**config.mk**
```make
export PLATFORM = sky130hd
export DESIGN_NAME = imul_iterative_labeled_flat
export DESIGN_NICKNAME = d
export VERILOG_FILES = /design/src/rtl/imul_pkg.sv /design/src/rtl/imul_iterative_labeled_if.sv /design/src/rtl/imul_iterative_dpath.sv /design/src/rtl/imul_iterative_labeled.sv /design/src/flat_wrapper.sv
export SDC_FILE = /design/constraint.sdc
export NUM_CORES = 1
export LEC_CHECK = 0
export ABC_AREA = 1
export BUFFER_PORTS_ARGS = -buffer_cell sky130_fd_sc_hd__buf_2
export CAP_MARGIN = 30
export CORE_ASPECT_RATIO = 0.5
export CORE_MARGIN = 3
export CORE_UTILIZATION = 42
export DETAILED_ROUTE_END_ITERATION = 16
export HOLD_SLACK_MARGIN = 0.05
export PLACE_DENSITY_LB_ADDON = 0.08
export SKIP_LAST_GASP = 1
export SYNTH_ARGS = -nofsm -noshare
export SYNTH_HDL_FRONTEND = slang
export SYNTH_HIERARCHICAL = 1
export SYNTH_SLANG_ARGS = --single-unit
export TNS_END_PERCENT = 30
```
**constraint.sdc**
```tcl
create_clock -name clk -period 2.5 [get_ports clk]
set_input_delay 0.125 -clock clk [delete_from_list [all_inputs] [get_ports clk]]
set_output_delay 0.125 -clock clk [all_outputs]
set_load 0.01 [all_outputs]
```
**src/rtl/imul_pkg.sv**
```systemverilog
// rtl/imul_pkg.sv - shared state encodings for the iterative multiplier
package imul_pkg;

  localparam int IMUL_STATE_W = 2;

  typedef enum logic [IMUL_STATE_W-1:0] {
    IMUL_IDLE = 2'd0,
    IMUL_CALC = 2'd1,
    IMUL_DONE = 2'd2
  } imul_state_e;

endpackage

```
**src/rtl/imul_iterative_labeled_if.sv**
```systemverilog
// rtl/imul_iterative_labeled_if.sv - request/response handshake bundle with domain label
interface imul_iterative_labeled_if #(
  parameter int p_nbits = 32
);
  logic               domain;
  logic               req_val;
  logic               req_rdy;
  logic [p_nbits-1:0] req_a;
  logic [p_nbits-1:0] req_b;
  logic               resp_val;
  logic               resp_rdy;
  logic               resp_domain;
  logic [p_nbits-1:0] resp_result;

  modport master (
    output domain, req_val, req_a, req_b, resp_rdy,
    input  req_rdy, resp_val, resp_domain, resp_result
  );

  modport slave (
    input  domain, req_val, req_a, req_b, resp_rdy,
    output req_rdy, resp_val, resp_domain, resp_result
  );
endinterface

```
**src/rtl/imul_iterative_dpath.sv**
```systemverilog
// rtl/imul_iterative_dpath.sv - shift-add datapath: operand/accumulator/step-counter registers
module imul_iterative_dpath #(
  parameter int p_nbits     = 32,
  parameter int p_cnt_nbits = 6
) (
  input  logic               clk,
  input  logic               reset,
  input  logic               load,
  input  logic               step,
  input  logic [p_nbits-1:0] req_a,
  input  logic [p_nbits-1:0] req_b,
  output logic [p_nbits-1:0] acc,
  output logic               b_is_zero,
  output logic               cnt_done
);

  logic [p_nbits-1:0]     a_q, a_d;
  logic [p_nbits-1:0]     b_q, b_d;
  logic [p_nbits-1:0]     acc_q, acc_d;
  logic [p_cnt_nbits-1:0] cnt_q, cnt_d;

  always_comb begin
    a_d   = a_q;
    b_d   = b_q;
    acc_d = acc_q;
    cnt_d = cnt_q;
    if (load) begin
      a_d   = req_a;
      b_d   = req_b;
      acc_d = '0;
      cnt_d = '0;
    end else if (step) begin
      // carry out of the accumulator is dropped: only the low word is returned
      if (b_q[0]) acc_d = acc_q + a_q;
      a_d   = a_q << 1;
      b_d   = b_q >> 1;
      cnt_d = cnt_q + 1'b1;
    end
  end

  always_ff @(posedge clk) begin
    if (!reset) begin
      a_q   <= '0;
      b_q   <= '0;
      acc_q <= '0;
      cnt_q <= '0;
    end else begin
      a_q   <= a_d;
      b_q   <= b_d;
      acc_q <= acc_d;
      cnt_q <= cnt_d;
    end
  end

  assign acc       = acc_q;
  assign b_is_zero = (b_q == '0);
  assign cnt_done  = (cnt_q == p_cnt_nbits'(p_nbits));

endmodule

```
**src/rtl/imul_iterative_labeled.sv**
```systemverilog
// rtl/imul_iterative_labeled.sv - iterative multiplier control FSM with security-domain latch
module imul_iterative_labeled
  import imul_pkg::*;
#(
  parameter int p_nbits     = 32,
  parameter int p_cnt_nbits = 6
) (
  input  logic                                    clk,
  input  logic                                    reset,
  imul_iterative_labeled_if.slave                 bus
);

  imul_state_e        state_q, state_d;
  logic               dom_q, dom_d;
  logic               load, step;
  logic               b_is_zero, cnt_done;
  logic [p_nbits-1:0] acc;

  assign load = (state_q == IMUL_IDLE) && bus.req_val;
  assign step = (state_q == IMUL_CALC) && !b_is_zero && !cnt_done;

  imul_iterative_dpath #(
    .p_nbits     (p_nbits),
    .p_cnt_nbits (p_cnt_nbits)
  ) u_dpath (
    .clk       (clk),
    .reset     (reset),
    .load      (load),
    .step      (step),
    .req_a     (bus.req_a),
    .req_b     (bus.req_b),
    .acc       (acc),
    .b_is_zero (b_is_zero),
    .cnt_done  (cnt_done)
  );

  always_ff @(posedge clk) begin
    if (!reset) begin
      state_q <= IMUL_IDLE;
      dom_q   <= 1'b0;
    end else begin
      state_q <= state_d;
      dom_q   <= dom_d;
    end
  end

  always_comb begin
    state_d = state_q;
    dom_d   = dom_q;
    case (state_q)
      IMUL_IDLE: if (bus.req_val) begin
        state_d = IMUL_CALC;
        dom_d   = bus.domain;
      end
      IMUL_CALC: if (b_is_zero || cnt_done) state_d = IMUL_DONE;
      IMUL_DONE: if (bus.resp_rdy) state_d = IMUL_IDLE;
      default:   state_d = IMUL_IDLE;
    endcase
  end

  always_comb begin
    bus.req_rdy     = (state_q == IMUL_IDLE);
    bus.resp_val    = (state_q == IMUL_DONE);
    bus.resp_result = acc;
    bus.resp_domain = dom_q;
  end

endmodule

```
**src/flat_wrapper.sv**
```systemverilog
// flat-port wrapper written by rule: the top's interface ports become plain ports
module imul_iterative_labeled_flat import imul_pkg::*;
#(
  parameter int p_nbits     = 32,
  parameter int p_cnt_nbits = 6
)
  (clk, reset, bus_domain, bus_req_val, bus_req_a, bus_req_b, bus_resp_rdy, bus_req_rdy, bus_resp_val, bus_resp_domain, bus_resp_result);
  imul_iterative_labeled_if #(.p_nbits(p_nbits)) bus_i ();
  input  logic clk;
  input  logic reset;
  input wire logic [$bits(bus_i.domain)-1:0] bus_domain;
  input wire logic [$bits(bus_i.req_val)-1:0] bus_req_val;
  input wire logic [$bits(bus_i.req_a)-1:0] bus_req_a;
  input wire logic [$bits(bus_i.req_b)-1:0] bus_req_b;
  input wire logic [$bits(bus_i.resp_rdy)-1:0] bus_resp_rdy;
  output wire logic [$bits(bus_i.req_rdy)-1:0] bus_req_rdy;
  output wire logic [$bits(bus_i.resp_val)-1:0] bus_resp_val;
  output wire logic [$bits(bus_i.resp_domain)-1:0] bus_resp_domain;
  output wire logic [$bits(bus_i.resp_result)-1:0] bus_resp_result;
  assign bus_i.domain = bus_domain;
  assign bus_i.req_val = bus_req_val;
  assign bus_i.req_a = bus_req_a;
  assign bus_i.req_b = bus_req_b;
  assign bus_i.resp_rdy = bus_resp_rdy;
  assign bus_req_rdy = bus_i.req_rdy;
  assign bus_resp_val = bus_i.resp_val;
  assign bus_resp_domain = bus_i.resp_domain;
  assign bus_resp_result = bus_i.resp_result;
  imul_iterative_labeled #(.p_nbits(p_nbits), .p_cnt_nbits(p_cnt_nbits)) u_core (.clk(clk), .reset(reset), .bus(bus_i));
endmodule
```
==> metrics.txt <==
routed via count 6918; n_diodes 0; FMAX 439.9 MHz; Least-Margin Pin Slew ~720 ps; Ys Warns 6; Worst VDD drop 365.7 uV; synthesized area per cell 6.098 um^2; TritonCTS clock tree yes; largest net degree at the start of global routing 36; Post-DRT Antenna Nets 0; Synth top cells by count nand2_1 (384), inv_1 (195), nor2_1 (108); Buffers on Ports between 100 and 150; Critical Path RT 2810 ps; Total Routing Usage GR 0.2130; First-pass DRT Iterations 5; # IOs 104; vias per cell ~4.7; CTS clk-pin slew, worst paths ~80 ps; Post-DP HPWL 14.23 mm; CP Launch Type flop; Starting DRT DRC Count approximately 410; area fraction of the dominant cell type after synthesis 0.3075; Power Dens Cells ~480 nW/um^2; row count 32; clock latency at the later pin of the worst-skew pair 360 ps; post-synthesis compound-gate area fraction 0.1115; drt drc 0; RSZ-0062 raised after global routing false; Max Slew Vio Count 0; Post-CTS Setup Bufs 0; Worst setup EP type flop; power consumption roughly 4 mW; final hold violations 0; most common cell in the netlist nand2_1; clock root buffer clkbuf_16; initial antenna violation count 0; critical path class reg2reg; Syn Std Cell Area 6835 um^2; number of global-route vias before repair around 6000; Slew HR 0.5168; ys flop type dfxtp_1; die area 17930 um^2; syn_nets ~1200; arrival time worst endpoint 2580 ps; crit-path max FO 31; fin crit period 2273 ps; Die Wd 186.4 um; ranking of synthesized cells by area dfxtp_1 (31%), nand2_1 (21%), inv_1 (11%); post-synthesis sequential area ratio 0.3075; Syn-to-layout area delta 17.92%; mux share of post-synthesis cell area 0; number of H-tree levels 3; Final #Nets approximately 1300; post-synthesis simple-gate area fraction 0.3617; worst-case clock buffer depth 2; layout cells sized above 1 0.1335; Synth Register Bits 105; cell taking the most area after synthesis dfxtp_1; Num CTS Buffers 9; final worst-path cycle share 0.9094; Final Setup Violations 0; Post-synth ARST share 0; status complete, no violations; gr ovfl total 0; R2R Setup Slk 230 ps; Post-Route WL 18.89 mm; Post-Syn Instances ~1100; drt wl/cell between 10 and 15 um; Post-synth EDFFs 0; Placer Congestion about 0.93; first-pass GRT wire length 30.79 mm; Max Cap Viol 0; core area 15660 um^2; Post-Synth XOR/XNOR Area 0.02050; clock skew 10.99 ps; synth unique cells 35; Static Leakage approximately 4.5 nW; Hold Path Class in2reg; Synth Area in Adders 0.06334; post-route setup TNS 0 ps; CTS sink cnt 105; Initial Util 0.4366; Die H 96.21 um; largest family of logic cells by synthesized area simple AND/OR/NAND/NOR gates
[sequential cells by signal, indices dropped and copies added, names as in the netlist]
signal,count
u_core/u_dpath/a_q,32
u_core/u_dpath/acc,32
u_core/u_dpath/b_q,32
u_core/u_dpath/cnt_q,6
u_core/state_q,2
u_core/bus.resp_domain,1
[repair_timing]
item	4_1_cts	5_1_grt
endpoints found under the hold margin	17	0
hold buffers	16	0
endpoints found under the setup margin	0	49
resized for setup	0	3
[metrics by stage]
step / area [um^2] / setup WS [ps] / hold WS (ps) / std cells / util
6_report: 8060 / 226.6 / 59.98 / 1457 / 0.5149
5_1_grt: 8060 / 28.89 / 62.31 / 1457 / 0.5149
4_1_cts: 8044 / 89.17 / 50.52 / 1456 / 0.5138
3_5_place_dp: 7594 / 112.1 / 396.8 / 1424 / 0.4851
3_3_place_gp: 7594 / 203.1 / 397.6 / 1424 / 0.4851
2_1_floorplan: 6835 / 621.2 / 245.7 / 1121 / -
[final timing paths]
path	end	depth (start not counted)	start
worst min register to register	u_core/u_dpath/b_q[10]$_SDFFE_PN0P_	2	u_core/u_dpath/b_q[10]$_SDFFE_PN0P_
worst max register to register	u_core/u_dpath/a_q[7]$_SDFFE_PN0P_	13	u_core/u_dpath/b_q[27]$_SDFFE_PN0P_
worst min-delay path	u_core/u_dpath/a_q[30]$_SDFFE_PN0P_	3	bus_req_a[30]
worst max-delay path	u_core/u_dpath/a_q[7]$_SDFFE_PN0P_	13	u_core/u_dpath/b_q[27]$_SDFFE_PN0P_
[layer usage]
layer | share of wire | track usage | up-vias
li1 | - | - | 3699
met1 | 0.52 | 0.3086 | 3071
met2 | 0.41 | 0.3263 | 141
met3 | 0.059 | 0.05275 | 7
met4 | 0.0042 | 0.03206 | 0
met5 | 0 | 0 | -
[cell families (layout without fill, tap and decap cells)]
family	Yosys count	count (layout)
AO/OA/AOI/OAI	131	131
adder cells (fa/ha/maj)	34	34
buffers and inverters	233	347
AND/OR/NAND/NOR	602	603
flip-flops	105	105
XOR/XNOR	16	16
[layout by cell type, fill, tap and decap left out, types with 8 or more instances in the layout]
master	instances
nor3_1	8
nand2_2	10
o21ai_0	22
buf_4	9
nand3_1	63
xor2_1	13
dfxtp_1	105
nor2_1	108
nand2_1	384
a22oi_1	31
ha_1	33
inv_1	193
a21oi_1	61
buf_2	103
clkbuf_16	9
dlygate4sd3_1	16
[report_power, final]
part | switching (mW) | internal [mW]
sequential | 0.0784 | 1.76
clock | 0.691 | 0.697
combinational | 0.393 | 0.266
total | 1.16 | 2.72
[final cells by class]
class	count	area [um^2]
clock buffer	9	225.2
clock inverter	7	65.06
fill	1676	7595
inverter	199	747.0
multi-input combinational	784	3830
sequential	105	2102
tap	221	276.5
timing repair buffer	132	814.5
[worst max-delay path, cell delays in order (launching register included)]
cell	delay, ps
dfxtp_1	330
nor4_1	350
nand4_1	180
nor2_1	230
nor2_1	70
nand2_1	100
inv_1	70
buf_4	150
nor2_4	210
buf_12	220
nand2_1	70
o211ai_1	90
nand2_1	80
inv_1	60
No activity file was read; power rests on OpenSTA's default activity.
